`src/rtl/sequential_pkg.sv`:
```
// Shared helpers for the sequential-logic chapter blocks.
// Elaboration-time sizing checks used by counters and registers.
package sequential_pkg;

    // Ceiling log2, evaluated at elaboration time.
    function automatic int clog2(input int value);
        int result;
        int rem;
        result = 0;
        rem = value - 1;
        while (rem > 0) begin
            result = result + 1;
            rem = rem >> 1;
        end
        return result;
    endfunction

    // A modulus is legal when 2 <= modulus <= 2**width.
    function automatic bit modulus_ok(input int width, input int modulus);
        return (modulus >= 2) && (clog2(modulus) <= width);
    endfunction

endpackage

```
`src/rtl/mod_n_counter_if.sv`:
```
// Control and status bundle of the modulo-N counter.
// The master drives the controls; the counter is the slave.
interface mod_n_counter_if #(
    parameter int WIDTH = 4
);
    logic             io_clear;
    logic             io_load;
    logic [WIDTH-1:0] io_data;
    logic             io_enable;
    logic             io_up;
    logic [WIDTH-1:0] io_q;
    logic             io_tc;
    logic             io_overflow;

    modport master (
        output io_clear,
        output io_load,
        output io_data,
        output io_enable,
        output io_up,
        input  io_q,
        input  io_tc,
        input  io_overflow
    );

    modport slave (
        input  io_clear,
        input  io_load,
        input  io_data,
        input  io_enable,
        input  io_up,
        output io_q,
        output io_tc,
        output io_overflow
    );
endinterface

```
`src/rtl/enable_reset_ff.sv`:
```
// Single flip-flop cell with enable and synchronous clear.
// Clear only acts when the cell is enabled.
module enable_reset_ff (
    input  logic clock,
    input  logic reset,
    input  logic io_enable,
    input  logic io_clear,
    input  logic io_d,
    output logic io_q
);
    // Async reset; enabled edges take clear or data.
    always_ff @(posedge clock or negedge reset) begin
        if (!reset) begin
            io_q <= 1'b0;
        end else if (io_enable) begin
            io_q <= io_clear ? 1'b0 : io_d;
        end
    end
endmodule

```
`src/rtl/enable_reset_register.sv`:
```
// Bank of enable/clear flip-flop cells sharing clock and reset.
// Forms the state register of multi-bit sequential blocks.
module enable_reset_register #(
    parameter int WIDTH = 4
) (
    input  logic             clock,
    input  logic             reset,
    input  logic             io_enable,
    input  logic             io_clear,
    input  logic [WIDTH-1:0] io_data,
    output logic [WIDTH-1:0] io_q
);
    for (genvar i = 0; i < WIDTH; i++) begin : g_cell
        enable_reset_ff u_ff (
            .clock     (clock),
            .reset     (reset),
            .io_enable (io_enable),
            .io_clear  (io_clear),
            .io_d      (io_data[i]),
            .io_q      (io_q[i])
        );
    end
endmodule

```
`src/rtl/mod_n_counter.sv`:
```
// Modulo-N up/down counter with load, clear, terminal count
// and a sticky wrap flag, built on an enable/clear register bank.
module mod_n_counter
    import sequential_pkg::*;
#(
    parameter int WIDTH   = 4,
    parameter int MODULUS = 10
) (
    input  logic           clock,
    input  logic           reset,
    mod_n_counter_if.slave bus
);
    if (!modulus_ok(WIDTH, MODULUS)) begin : g_bad_modulus
        $error("mod_n_counter: MODULUS out of range for WIDTH");
    end

    localparam logic [WIDTH:0]   MOD  = MODULUS[WIDTH:0];
    localparam logic [WIDTH:0]   LAST = MOD - 1'b1;

    logic [WIDTH-1:0] q;
    logic [WIDTH-1:0] d;
    logic [WIDTH:0]   q_ext;
    logic [WIDTH:0]   inc_ext;
    logic [WIDTH:0]   dec_ext;
    logic [WIDTH:0]   data_ext;
    logic             at_top;
    logic             at_zero;
    logic             sel_clear;
    logic             sel_load;
    logic             sel_up;
    logic             sel_down;
    logic             sel_hold;
    logic             wrap;
    logic             reg_en;
    logic             ovf_q;

    // Wide arithmetic: carry-out of +1 at MODULUS, borrow of -1 at 0.
    assign q_ext    = {1'b0, q};
    assign inc_ext  = q_ext + 1'b1;
    assign dec_ext  = q_ext - 1'b1;
    assign data_ext = {1'b0, bus.io_data};
    assign at_top   = (inc_ext == MOD);
    assign at_zero  = dec_ext[WIDTH];

    // One-hot selects encoding clear > load > count > hold.
    assign sel_clear = bus.io_clear;
    assign sel_load  = !bus.io_clear && bus.io_load;
    assign sel_up    = !bus.io_clear && !bus.io_load
                       && bus.io_enable && bus.io_up;
    assign sel_down  = !bus.io_clear && !bus.io_load
                       && bus.io_enable && !bus.io_up;
    assign sel_hold  = !(sel_clear || sel_load || sel_up || sel_down);

    // Next-state mux feeding the register data inputs.
    always_comb begin
        d    = q;
        wrap = 1'b0;
        unique case (1'b1)
            sel_clear: d = '0;
            sel_load: begin
                if (data_ext < MOD) d = bus.io_data;
                else                d = LAST[WIDTH-1:0];
            end
            sel_up: begin
                if (at_top) begin
                    d    = '0;
                    wrap = 1'b1;
                end else begin
                    d = inc_ext[WIDTH-1:0];
                end
            end
            sel_down: begin
                if (at_zero) begin
                    d    = LAST[WIDTH-1:0];
                    wrap = 1'b1;
                end else begin
                    d = dec_ext[WIDTH-1:0];
                end
            end
            sel_hold: d = q;
            default:  d = q;
        endcase
    end

    assign reg_en = bus.io_clear | bus.io_load | bus.io_enable;

    enable_reset_register #(
        .WIDTH (WIDTH)
    ) u_state (
        .clock     (clock),
        .reset     (reset),
        .io_enable (reg_en),
        .io_clear  (bus.io_clear),
        .io_data   (d),
        .io_q      (q)
    );

    // Sticky wrap flag; only reset or clear drop it.
    always_ff @(posedge clock or negedge reset) begin
        if (!reset) begin
            ovf_q <= 1'b0;
        end else if (bus.io_clear) begin
            ovf_q <= 1'b0;
        end else if (wrap) begin
            ovf_q <= 1'b1;
        end
    end

    assign bus.io_q        = q;
    assign bus.io_overflow = ovf_q;
    assign bus.io_tc       = bus.io_enable
                             & (bus.io_up ? at_top : at_zero);
endmodule

```
`src/flat_wrapper.sv`:
```
// flat-port wrapper written by rule: the top's interface ports become plain ports
module mod_n_counter_flat import sequential_pkg::*;
#(
    parameter int WIDTH   = 4,
    parameter int MODULUS = 10
)
  (clock, reset, bus_io_clear, bus_io_load, bus_io_data, bus_io_enable, bus_io_up, bus_io_q, bus_io_tc, bus_io_overflow);
  mod_n_counter_if #(.WIDTH(WIDTH)) bus_i ();
  input  logic clock;
  input  logic reset;
  input wire logic [$bits(bus_i.io_clear)-1:0] bus_io_clear;
  input wire logic [$bits(bus_i.io_load)-1:0] bus_io_load;
  input wire logic [$bits(bus_i.io_data)-1:0] bus_io_data;
  input wire logic [$bits(bus_i.io_enable)-1:0] bus_io_enable;
  input wire logic [$bits(bus_i.io_up)-1:0] bus_io_up;
  output wire logic [$bits(bus_i.io_q)-1:0] bus_io_q;
  output wire logic [$bits(bus_i.io_tc)-1:0] bus_io_tc;
  output wire logic [$bits(bus_i.io_overflow)-1:0] bus_io_overflow;
  assign bus_i.io_clear = bus_io_clear;
  assign bus_i.io_load = bus_io_load;
  assign bus_i.io_data = bus_io_data;
  assign bus_i.io_enable = bus_io_enable;
  assign bus_i.io_up = bus_io_up;
  assign bus_io_q = bus_i.io_q;
  assign bus_io_tc = bus_i.io_tc;
  assign bus_io_overflow = bus_i.io_overflow;
  mod_n_counter #(.WIDTH(WIDTH), .MODULUS(MODULUS)) u_core (.clock(clock), .reset(reset), .bus(bus_i));
endmodule
```
`config.mk`:
```
export PLATFORM = sky130hd
export DESIGN_NAME = mod_n_counter_flat
export DESIGN_NICKNAME = d
export VERILOG_FILES = /design/src/rtl/sequential_pkg.sv /design/src/rtl/mod_n_counter_if.sv /design/src/rtl/enable_reset_ff.sv /design/src/rtl/enable_reset_register.sv /design/src/rtl/mod_n_counter.sv /design/src/flat_wrapper.sv
export SDC_FILE = /design/constraint.sdc
export NUM_CORES = 1
export LEC_CHECK = 0
export CAP_MARGIN = 5
export CORE_AREA = 2 2 39 41
export CTS_CLUSTER_SIZE = 25
export DETAILED_ROUTE_END_ITERATION = 16
export DIE_AREA = 0 0 41 43
export MAX_ROUTING_LAYER = met4
export PLACE_DENSITY = 0.84
export SLEW_MARGIN = 20
export SYNTH_ARGS = -nofsm -noshare
export SYNTH_HDL_FRONTEND = slang
export SYNTH_SLANG_ARGS = --single-unit
export TNS_END_PERCENT = 20
```
`constraint.sdc`:
```
create_clock -name clock -period 4.55 [get_ports clock]
set_input_delay 0.455 -clock clock [delete_from_list [all_inputs] [get_ports clock]]
set_output_delay 0.455 -clock clock [all_outputs]
set_load 0.005 [all_outputs]
```
==> flow_summary.ini <==
[worst_setup_path]
setup.worst_path.class = flip-flop to primary output
timing.critical_path.from_type = flip-flop
cp-end-kind = primary output
timing.critical_path.required_ns = 4.09
cpMaxStageDelayCell = sky130_fd_sc_hd__clkdlybuf4s50_1
crit_arrival_ns = 2.22
crit_path_cell_trace = ha_1, nand4bb_1, o211a_1, nor3b_1, clkdlybuf4s50_1
timing.critical_path.slowest_cell_delay_ns = 0.52
cp_num_buf_inv = 1
cp_max_fo = 9
critical_path.top_delay_family = buffers and inverters

[logic_synthesis]
yosys.area.top_type = sky130_fd_sc_hd__dfrtp_1
syn_avg_cell_area_um2 = 8.42
yosysUniqueCellTypes = 37
post_synth_instance_area_um2 = 564
synth_edf_count = 0
synth_nets = 80
synth_top_cells_by_count = sky130_fd_sc_hd__a21oi_1, sky130_fd_sc_hd__dfrtp_1, sky130_fd_sc_hd__inv_1, sky130_fd_sc_hd__nor2_1
synthesized_instance_count = 67
share_of_synthesized_registers_carrying_an_async_set_or_reset = 1.00
synth-seq-area-share = 0.222
cell_with_the_most_instances_after_synthesis = sky130_fd_sc_hd__a21oi_1
synth_ff_type = sky130_fd_sc_hd__dfrtp_1
yosys-top-cells-area = sky130_fd_sc_hd__dfrtp_1, sky130_fd_sc_hd__ha_1, sky130_fd_sc_hd__a21oi_1
yosys_register_bits = 5
yosys_warnings = 0
post_synth_top_area_share = 0.222

[finish]
finish.net_count = 93
antennaDiodeCount = 0
multi_input_comb_area_um2 = 363
seq_area_um2 = 125
share_of_final_layout_standard_cells_stronger_than_drive_strength_1 = 0.0886
post-route-cell-area_um2 = 703
filler_cell_count = 135
area_delta_synth_final_pct = 24.6

[power]
p_int_w = 0.000109
sw_frac_of_total = 0.327
power_frac_clock = 0.343
netSwitchingPower_w = 0.0000529
part_of_the_total_power_dissipated_in_combinational_logic = 0.315
vdd.ir_drop.worst_uv = 74.2
seqPwrFrac = 0.342
power_density_nw_per_um2 = 230
power.static_leakage_nw = 0.276

[clocking]
cts_hold_buffers = 0
clk_transition_reported_paths_ns = 0.05
cts-resized-gates = 0
clk_latency_ns = 0.26
root_buffer = sky130_fd_sc_hd__clkbuf_4
cts.htree.levels = 1
cts_made_buffers = 3
postCtsSetupRepairBufs = 0
tritoncts_clock_tree = yes
cts.path.max_buffers = 2
clock_sinks = 5

[drt]
initialDrtViolationCount = 17
drt-pass1-iter-count = 4
drtAntennaViolNets = 0
vias = 582
vias_per_cell = 6.13
remaining_drc_errors = 0
drt_wl_total_um = 1300
routedWlPerCell_um = 13.7

[sta]
unrepaired_setup_endpoints_after_global_routing = false
fin_worst_skew_ns = 0.00776
final.period_utilization = 0.587
timing.final.setup_violations = 0
final_max_slew_viol_count = 0
timing_hold_violations_final = 0
setup_tns_ns = 0
headroom_to_the_max_slew_limit = 0.757
maxClockFrequency_mhz = 374
worst-slew-pin-transition_ns = 0.365
finalWorstPathRequiredPeriod_ns = 2.67

[grt]
initial_antenna_violation_count = 0
grt_util_all_layers = 0.184
grt_max_degree = 12
grt_first_pass_wirelength_um = 2150
globalRoute.totalOverflow = 0
grt_pass1_vias = 516

[placement]
dp_hpwl_um = 999
place.gp.congestion = 0.900
placedInstanceArea_um2 = 677
place.port_buffers = 15

[die]
placement_rows = 14
core_area_um2 = 1380
die_height_um = 43
die_w_um = 41
ioPinCount = 16
area_of_the_die_um2 = 1760
initial_core_util = 0.408

[job]
max_cap_viol_count = 0

[run_status]
result_of_the_run = completed

[min_path]
min-delay-path-class = input port to async pin
==> worst register-to-register path: stages, from the launching register on <==
cell and delay (ns):
sky130_fd_sc_hd__dfrtp_1 0.54, sky130_fd_sc_hd__inv_1 0.12, sky130_fd_sc_hd__ha_1 0.26, sky130_fd_sc_hd__or2b_1 0.25
sky130_fd_sc_hd__a311oi_1 0.28, sky130_fd_sc_hd__o31ai_1 0.09, sky130_fd_sc_hd__a31oi_1 0.22
==> kinds of logic (layout without fill, tap and decap cells) <==
family	count (synthesis)	after routing	synth area share
multiplexers	1	1	0.0177
AND/OR/NAND/NOR	26	26	0.293
AO/OA/AOI/OAI	20	20	0.266
flip-flops	5	5	0.222
adder cells (fa/ha/maj)	3	3	0.0665
buffers and inverters	12	24	0.135
==> per-layer routing <==
layer / part of all wire / vias to the layer above / track usage
li1: - / 270 / -
met1: 0.42 / 276 / 0.238
met2: 0.47 / 32 / 0.231
met3: 0.079 / 4 / 0.0419
met4: 0.029 / 0 / 0.153
met5: 0 / - / -
==> cell type report <==
| class | count | share of cell area |
|---|---|---|
| tap | 16 | 0.0285 |
| multi-input combinational | 50 | 0.516 |
| timing repair buffer | 15 | 0.214 |
| inverter | 5 | 0.0267 |
| sequential | 5 | 0.178 |
| clock buffer | 4 | 0.0374 |
==> registers in the layout (all words and copies together), names as in the netlist <==
signal,flops
u_core.u_state.g_cell.u_ff.io_q,4
u_core.bus.io_overflow,1
==> through the flow <==
stage / total power [W] / cells / hold slack [ns] / worst slack [ns] / utilization
floorplan: 0.0000880 / 67 / 0.159 / 2.75 / -
global placement: 0.000105 / 91 / 0.490 / 2.21 / 0.489
detailed placement: 0.000107 / 91 / 0.503 / 2.13 / 0.489
CTS: 0.000161 / 95 / 0.424 / 1.87 / 0.508
global route: 0.000171 / 95 / 0.434 / 1.74 / 0.508
finish: 0.000162 / 95 / 0.411 / 1.88 / 0.508
==> placed cells by master, fill, tap and decap left out, types with 2 or more instances in the layout <==
cell type,n
sky130_fd_sc_hd__clkdlybuf4s50_1,15
sky130_fd_sc_hd__a21oi_1,6
sky130_fd_sc_hd__nor2_1,5
sky130_fd_sc_hd__inv_1,5
sky130_fd_sc_hd__dfrtp_1,5
sky130_fd_sc_hd__nand2_1,4
sky130_fd_sc_hd__nor3_1,3
sky130_fd_sc_hd__ha_1,3
sky130_fd_sc_hd__clkbuf_4,3
sky130_fd_sc_hd__a211oi_1,2
sky130_fd_sc_hd__a31oi_1,2
==> power groups by stage <==
stage	logic [W]	registers, W	clock network, W
floorplan	0.0000356	0.0000524	0
global placement	0.0000496	0.0000554	0
detailed placement	0.0000506	0.0000560	0
CTS	0.0000508	0.0000552	0.0000551
global route	0.0000566	0.0000560	0.0000581
finish	0.0000510	0.0000553	0.0000556
==> worst paths after layout <==
| kind | from | end | slack [ns] | cells past startpoint |
|---|---|---|---|---|
| max in group asynchronous | reset | u_core.u_state.g_cell[0].u_ff.io_q$_DFFE_PN0P_ | 3.95 | 1 |
| min in group clock | u_core.bus.io_overflow$_DFFE_PN0P_ | u_core.bus.io_overflow$_DFFE_PN0P_ | 0.51 | 1 |
| min reg2reg | u_core.bus.io_overflow$_DFFE_PN0P_ | u_core.bus.io_overflow$_DFFE_PN0P_ | 0.51 | 1 |
| max | u_core.u_state.g_cell[0].u_ff.io_q$_DFFE_PN0P_ | bus_io_tc | 1.88 | 5 |
| max reg2reg | u_core.u_state.g_cell[0].u_ff.io_q$_DFFE_PN0P_ | u_core.u_state.g_cell[2].u_ff.io_q$_DFFE_PN0P_ | 2.72 | 6 |
| min | reset | u_core.u_state.g_cell[3].u_ff.io_q$_DFFE_PN0P_ | 0.41 | 1 |
Note: power is estimated with default switching activity, not from simulation.
